$ cat config.mk
export PLATFORM = sky130hd
export DESIGN_NAME = fft_spectrum_streamer
export DESIGN_NICKNAME = d
export VERILOG_FILES = /design/src/rtl/fft_spectrum_streamer.sv
export SDC_FILE = /design/constraint.sdc
export NUM_CORES = 2
export LEC_CHECK = 0
export ABC_CLOCK_PERIOD_IN_PS = 12550
export BUFFER_PORTS_ARGS = -buffer_cell sky130_fd_sc_hd__buf_2
export CAP_MARGIN = 20
export CORE_MARGIN = 2
export CORE_UTILIZATION = 50
export CTS_CLUSTER_DIAMETER = 60
export DETAILED_ROUTE_END_ITERATION = 7
export PLACE_DENSITY = 0.65
export REMOVE_ABC_BUFFERS = 1
export SYNTH_ARGS = -nofsm -noshare
export SYNTH_HDL_FRONTEND = slang
export SYNTH_SLANG_ARGS = --single-unit
$ cat constraint.sdc
create_clock -name sys_clock -period 12.55 [get_ports sys_clock]
set_clock_uncertainty 0.2 [all_clocks]
set_input_delay 1.8825 -clock sys_clock [delete_from_list [all_inputs] [get_ports sys_clock]]
set_output_delay 1.8825 -clock sys_clock [all_outputs]
set_load 0.02 [all_outputs]
$ cat src/rtl/fft_spectrum_streamer.sv
`default_nettype none
// +----------------------------------------------------------------------------+
// | Module      : fft_spectrum_streamer                                        |
// | Description : Buffers one FFT frame as saturated |X|^2 words and streams   |
// |               it as A5 5A <count> + MSB-first bin bytes over valid/ready.  |
// | Revision    : 1.0 - initial release                                        |
// +----------------------------------------------------------------------------+
module fft_spectrum_streamer #(
    parameter int IW    = 11,
    parameter int LOG2N = 8,
    parameter int HALF  = 1,
    parameter int SHIFT = 0,
    parameter int BYTES = 3
) (
    input  logic            sys_clock,
    input  logic            reset,
    input  logic            i_ce,
    input  logic            i_sync,
    input  logic [2*IW-1:0] i_data,
    output logic [7:0]      o_byte,
    output logic            o_valid,
    input  logic            i_ready,
    output logic            o_busy,
    output logic [7:0]      o_frame_cnt,
    output logic [7:0]      o_dropped
);

    localparam int SW  = 2 * IW;
    localparam int OW  = 8 * BYTES;
    localparam int AW  = (HALF != 0) ? LOG2N - 1 : LOG2N;
    localparam int NB  = 1 << AW;
    localparam int BCW = (BYTES > 1) ? $clog2(BYTES) : 1;

    localparam logic [AW-1:0]  c_last_bin  = AW'(NB - 1);
    localparam logic [BCW-1:0] c_last_byte = BCW'(BYTES - 1);
    localparam logic [7:0]     c_sof0      = 8'hA5;
    localparam logic [7:0]     c_sof1      = 8'h5A;

    localparam logic [1:0] c_idle    = 2'd0;
    localparam logic [1:0] c_capture = 2'd1;
    localparam logic [1:0] c_hdr     = 2'd2;
    localparam logic [1:0] c_data    = 2'd3;

    // ---------------- magnitude-squared pipeline ----------------
    logic signed [IW-1:0] w_re, w_im;
    logic signed [SW-1:0] w_re_ext, w_im_ext;
    logic signed [SW-1:0] r_s1_re_sq, r_s1_im_sq;
    logic                 r_s1_valid, r_s1_sync;
    logic [SW-1:0]        w_sum, w_shift;
    logic [OW-1:0]        w_sat;
    logic [OW-1:0]        r_s2_word;
    logic                 r_s2_valid, r_s2_sync;

    assign w_re     = i_data[SW-1:IW];
    assign w_im     = i_data[IW-1:0];
    assign w_re_ext = SW'(w_re);
    assign w_im_ext = SW'(w_im);
    // Both squares are non-negative and bounded by 2^(SW-2), so the sum fits unsigned.
    assign w_sum    = $unsigned(r_s1_re_sq) + $unsigned(r_s1_im_sq);
    assign w_shift  = w_sum >> SHIFT;

    generate
        if (OW >= SW) begin : g_no_sat
            assign w_sat = OW'(w_shift);
        end else begin : g_sat
            assign w_sat = (|w_shift[SW-1:OW]) ? {OW{1'b1}} : w_shift[OW-1:0];
        end
    endgenerate

    always_ff @(posedge sys_clock or negedge reset) begin
        if (!reset) begin
            r_s1_valid <= 1'b0;
            r_s1_sync  <= 1'b0;
            r_s1_re_sq <= '0;
            r_s1_im_sq <= '0;
            r_s2_valid <= 1'b0;
            r_s2_sync  <= 1'b0;
            r_s2_word  <= '0;
        end else begin
            r_s1_valid <= i_ce;
            r_s1_sync  <= i_ce & i_sync;
            if (i_ce) begin
                r_s1_re_sq <= w_re_ext * w_re_ext;
                r_s1_im_sq <= w_im_ext * w_im_ext;
            end
            r_s2_valid <= r_s1_valid;
            r_s2_sync  <= r_s1_sync;
            if (r_s1_valid) begin
                r_s2_word <= w_sat;
            end
        end
    end

    // ---------------- frame buffer and streaming FSM ----------------
    logic [1:0]     r_state;
    logic [AW-1:0]  r_widx, r_nidx, r_bin;
    logic [BCW-1:0] r_bcnt;
    logic [1:0]     r_hcnt;
    logic [OW-1:0]  r_word, r_rdata, w_word_sh;
    logic [7:0]     r_byte, r_frame_cnt, r_dropped;
    logic           r_valid;
    logic [OW-1:0]  r_mem [NB];

    logic          w_xfer, w_last_xfer, w_start, w_cap_write, w_we, w_load, w_drop;
    logic [AW-1:0] w_waddr, w_raddr, w_addr;

    assign w_xfer      = r_valid & i_ready;
    assign w_last_xfer = (r_state == c_data) && w_xfer && (r_bcnt == c_last_byte) &&
                         (r_bin == c_last_bin);
    // A frame arriving on the very cycle transmission ends is captured, not dropped.
    assign w_start     = r_s2_valid && r_s2_sync && ((r_state == c_idle) || w_last_xfer);
    assign w_cap_write = (r_state == c_capture) && r_s2_valid;
    assign w_we        = w_start || w_cap_write;
    assign w_drop      = r_s2_valid && r_s2_sync &&
                         ((r_state == c_hdr) || ((r_state == c_data) && !w_last_xfer));
    assign w_waddr     = (w_start || r_s2_sync) ? '0 : r_widx;

    // r_rdata always holds mem[r_nidx]; stepping the address on a load keeps the prefetch one bin ahead.
    assign w_load  = w_xfer && (((r_state == c_hdr) && (r_hcnt == 2'd2)) ||
                     ((r_state == c_data) && (r_bcnt == c_last_byte) && (r_bin != c_last_bin)));
    assign w_raddr = w_load ? r_nidx + AW'(1) : r_nidx;
    assign w_addr  = w_we ? w_waddr : w_raddr;

    assign w_word_sh = r_word << 8;

    always_ff @(posedge sys_clock) begin
        if (w_we) begin
            r_mem[w_addr] <= r_s2_word;
        end
        r_rdata <= r_mem[w_addr];
    end

    always_ff @(posedge sys_clock or negedge reset) begin
        if (!reset) begin
            r_state     <= c_idle;
            r_widx      <= '0;
            r_nidx      <= '0;
            r_bin       <= '0;
            r_bcnt      <= '0;
            r_hcnt      <= '0;
            r_word      <= '0;
            r_byte      <= '0;
            r_valid     <= 1'b0;
            r_frame_cnt <= '0;
            r_dropped   <= '0;
        end else begin
            case (r_state)
                c_capture: begin
                    if (r_s2_valid) begin
                        if (r_s2_sync) begin
                            r_widx <= AW'(1);
                        end else begin
                            r_widx <= r_widx + AW'(1);
                            if (r_widx == c_last_bin) begin
                                r_state <= c_hdr;
                                r_nidx  <= '0;
                                r_bin   <= '0;
                                r_hcnt  <= '0;
                            end
                        end
                    end
                end
                c_hdr: begin
                    if (!r_valid) begin
                        r_byte  <= c_sof0;
                        r_valid <= 1'b1;
                    end else if (i_ready) begin
                        r_hcnt <= r_hcnt + 2'd1;
                        case (r_hcnt)
                            2'd0:    r_byte <= c_sof1;
                            2'd1:    r_byte <= r_frame_cnt;
                            default: begin
                                r_word  <= r_rdata;
                                r_byte  <= r_rdata[OW-1 -: 8];
                                r_nidx  <= r_nidx + AW'(1);
                                r_bcnt  <= '0;
                                r_state <= c_data;
                            end
                        endcase
                    end
                end
                c_data: begin
                    if (w_xfer) begin
                        if (r_bcnt != c_last_byte) begin
                            r_word <= w_word_sh;
                            r_byte <= w_word_sh[OW-1 -: 8];
                            r_bcnt <= r_bcnt + BCW'(1);
                        end else if (r_bin != c_last_bin) begin
                            r_word <= r_rdata;
                            r_byte <= r_rdata[OW-1 -: 8];
                            r_nidx <= r_nidx + AW'(1);
                            r_bin  <= r_bin + AW'(1);
                            r_bcnt <= '0;
                        end else begin
                            r_valid     <= 1'b0;
                            r_frame_cnt <= r_frame_cnt + 8'd1;
                            r_state     <= c_idle;
                        end
                    end
                end
                default: ;
            endcase

            if (w_start) begin
                r_widx  <= AW'(1);
                r_state <= c_capture;
            end
            if (w_drop && (r_dropped != 8'hFF)) begin
                r_dropped <= r_dropped + 8'd1;
            end
        end
    end

    assign o_byte      = r_byte;
    assign o_valid     = r_valid;
    assign o_busy      = (r_state != c_idle);
    assign o_frame_cnt = r_frame_cnt;
    assign o_dropped   = r_dropped;

endmodule
`default_nettype wire

==> flow_summary.json <==
{
  "grt_max_degree": 188,
  "crit_path_start_kind": "primary input",
  "synth_top_area_cell": "edfxtp_1",
  "track_usage_pct": 27.91,
  "hold_buffers": 0,
  "ys_seq_area_share_pct": 69.70,
  "start_util_pct": 50.36,
  "grt_overflow_total": 0,
  "ios": 53,
  "maxSlewViolCount": 0,
  "drt_iter0_markers": 11765,
  "synth.cell_area_sq_um": 126800,
  "synthTopCellsByArea": "edfxtp_1, nand2_1, nand3_1",
  "max_slew.worst_pin.slew_ns": 1.286,
  "worstPathCellList": "buf_2 > nand2_1 > o41ai_4 > nand3_2 > a31oi_4 > buf_12 > buf_12 > nand2_1 > and3_1 > a311oi_1 > a31oi_1 > o2111ai_1 > and4_1",
  "end_kind": "flip-flop",
  "worstPathRequired_ns": 13.22,
  "max_cap_violations": 0,
  "hp-class": "flip-flop to flip-flop",
  "die_area_sq_um": 257700,
  "period_share_pct": 58.74,
  "final-setup-viol-count": 0,
  "vias": 82547,
  "numPortBuffers": 52,
  "pre_cts_slack_ns": 4.359,
  "clock-sinks": 2974,
  "grt_pass1_vias": 79291,
  "hold_viol": 0,
  "ff_latch_area_sq_um": 88490,
  "place_congestion": 0.9146,
  "grt_first_pass_wirelength_microns": 532000,
  "fp-row-count": 184,
  "post-route-util_pct": 56.18,
  "status": "finished, final reports clean",
  "max_slew_margin_pct": 13.77,
  "drt_pre_antenna_iters": 8,
  "ant_nets": 0,
  "fmax_mhz": 135.6,
  "cp_slowest_cell": "a31oi_4",
  "fin_crit_ns": 7.372,
  "antenna_found_initial": 24,
  "hpwl_microns": 203900,
  "wire_per_inst_microns": 26.86,
  "core_sq_um": 251900,
  "syn_to_final_growth_pct": 11.56,
  "crit_type": "primary input to flip-flop",
  "n_fill_cell": 20026,
  "cpPeakStageDelay_ns": 1.10,
  "multiInputGateArea_sq_um": 35470,
  "arrival_ns": 8.04,
  "peakVddDrop_uv": 236.3,
  "ctsResizeCount": 0,
  "synth_flop_cell": "edfxtp_1",
  "synth_top_area_share_pct": 66.67,
  "cp_max_fo": 174,
  "finalNetCount": 10324,
  "syn_avg_cell_area_sq_um": 12.59,
  "postCtsSetupRepairBufs": 0,
  "power_leakage_nw": 50.28,
  "final_layout_size_suffix_gt1_share_pct": 8.931,
  "cts_made_buffers": 325,
  "finalWorstSetupSlack_ns": 5.178,
  "cts_tree": "done",
  "clk_latency_ns": 0.96,
  "synth_warnings": 0,
  "tns_ns": 0,
  "clock_path_buffers": 4,
  "ys_ff_latch": 2974,
  "path_clk_slew_ns": 0.06,
  "wirelength_microns": 364600,
  "avgViaCountPerCell": 6.083,
  "rsz0062_at_grt": "false",
  "die-width_microns": 507.7,
  "async_reset_ff_share_pct": 4.573,
  "synth_edf_count": 2816,
  "route.detailed.drc": 0,
  "yosysUniqueCellTypes": 77,
  "htreeDepth": 5,
  "power_density_nw_per_um2": 241.2,
  "floorplan.die.height_microns": 507.7,
  "clock-root-buffer": "clkbuf_16",
  "syn_inst": 10072
}
-- state kept, by name (all words and copies together), names as in the netlist, 2 cells and up --
signal,count
r_rdata,22
o_byte,8
r_s1_re_sq,21
r_nidx,7
r_s1_im_sq,21
r_hcnt,2
r_bcnt,2
o_frame_cnt,8
r_mem,2816
r_bin,7
o_dropped,8
r_state,2
r_word,16
r_s2_word,22
r_widx,7
-- critical path: cells and delay by family --
family	cells	cell delay, ns
compound gates	5	3.09
buf+inv	3	1.15
simple gates	5	1.56
-- power by group --
group / switching (W) / total, W / internal (W)
clock: 0.00386 / 0.00950 / 0.00564
combinational: 0.00789 / 0.0113 / 0.00345
sequential: 0.000896 / 0.0133 / 0.0124
-- logic make-up (layout without fill, tap and decap cells) --
group	after synthesis	after routing	synth area share, %
other	0	11	0
and+or+nand+nor	4908	4908	16.94
AOI/OAI and AO/OA	750	750	4.293
adders and majority gates	324	324	4.403
xor gates and xnor gates	85	85	0.5869
DFF	2974	2974	69.70
buffers and inverters	917	1057	3.125
muxes	114	114	0.9499
-- metrics by stage --
step / instances / power (W) / hold slack (ns) / cell area, sq um
floorplan: 9444 / 0.02307 / 0.1312 / 124000
global placement: 12977 / 0.02440 / 0.1429 / 130700
detailed placement: 12985 / 0.02463 / 0.1411 / 130800
CTS: 13551 / 0.03406 / 0.1667 / 141300
global route: 13567 / 0.03563 / 0.1764 / 141500
finish: 13571 / 0.03413 / 0.1669 / 141500
-- layout by cell type (no fill, tap or decap), types with 55 or more instances in the layout --
| cell type | n |
|---|---|
| a31oi_1 | 234 |
| and3_1 | 265 |
| nor2_1 | 97 |
| inv_1 | 288 |
| clkbuf_1 | 55 |
| a311oi_1 | 129 |
| nand4_1 | 80 |
| nor2_4 | 106 |
| nand3_1 | 1265 |
| xnor2_1 | 63 |
| nand2_1 | 2867 |
| dfrtp_1 | 114 |
| edfxtp_1 | 2816 |
| fa_1 | 204 |
| mux2i_1 | 62 |
| ha_1 | 120 |
| clkbuf_16 | 333 |
| buf_4 | 119 |
| a21oi_1 | 75 |
| a211oi_1 | 67 |
-- layout make-up --
cell class / instances / share of cell area [%]
Clock inverter: 168 / 1.278
Inverter: 289 / 0.7666
Clock buffer: 398 / 6.132
Tap cell: 3348 / 2.960
Sequential cell: 2974 / 62.53
Multi-Input combinational cell: 6181 / 25.07
Antenna cell: 11 / 0.01945
Timing Repair Buffer: 202 / 1.244
-- synth_stat cells (25+ instances only) --
cell type / number
a211oi_1: 67
nor2b_1: 30
o21ai_0: 53
a31oi_1: 235
edfxtp_1: 2816
clkbuf_1: 248
nand3_1: 1267
inv_1: 288
mux2_2: 51
and4_1: 43
and2_1: 50
dfrtp_1: 136
buf_2: 294
mux2i_1: 63
xnor2_1: 63
ha_1: 120
a311oi_1: 129
nor2_1: 227
a21oi_1: 75
nand2_1: 2868
fa_1: 204
nand4_1: 80
nor3_1: 33
buf_4: 25
and3_1: 265
buf_1: 53
-- final timing paths --
check                                 from            end  slack [ns]  cells after the start
worst min register to register   r_s1_sync      r_s2_sync        0.17                      0
worst max register to register  r_state[1]    r_rdata[18]        5.55                     14
max in group asynchronous            reset  r_s2_word[16]       10.11                      3
worst min-delay path             r_s1_sync      r_s2_sync        0.17                      0
min in group asynchronous            reset   o_dropped[4]        0.72                      1
worst max-delay path               i_ready    r_rdata[18]        5.18                     13
-- routing by layer --
| metal | track usage [%] | up-vias | part of all wire (%) |
|---|---|---|---|
| li1 | - | 36022 | - |
| met1 | 38.25 | 41306 | 39 |
| met2 | 43.59 | 4443 | 46 |
| met3 | 5.578 | 764 | 10 |
| met4 | 12.02 | 12 | 4.7 |
| met5 | 0 | - | 0.018 |
No activity file was read; power rests on OpenSTA's default activity.
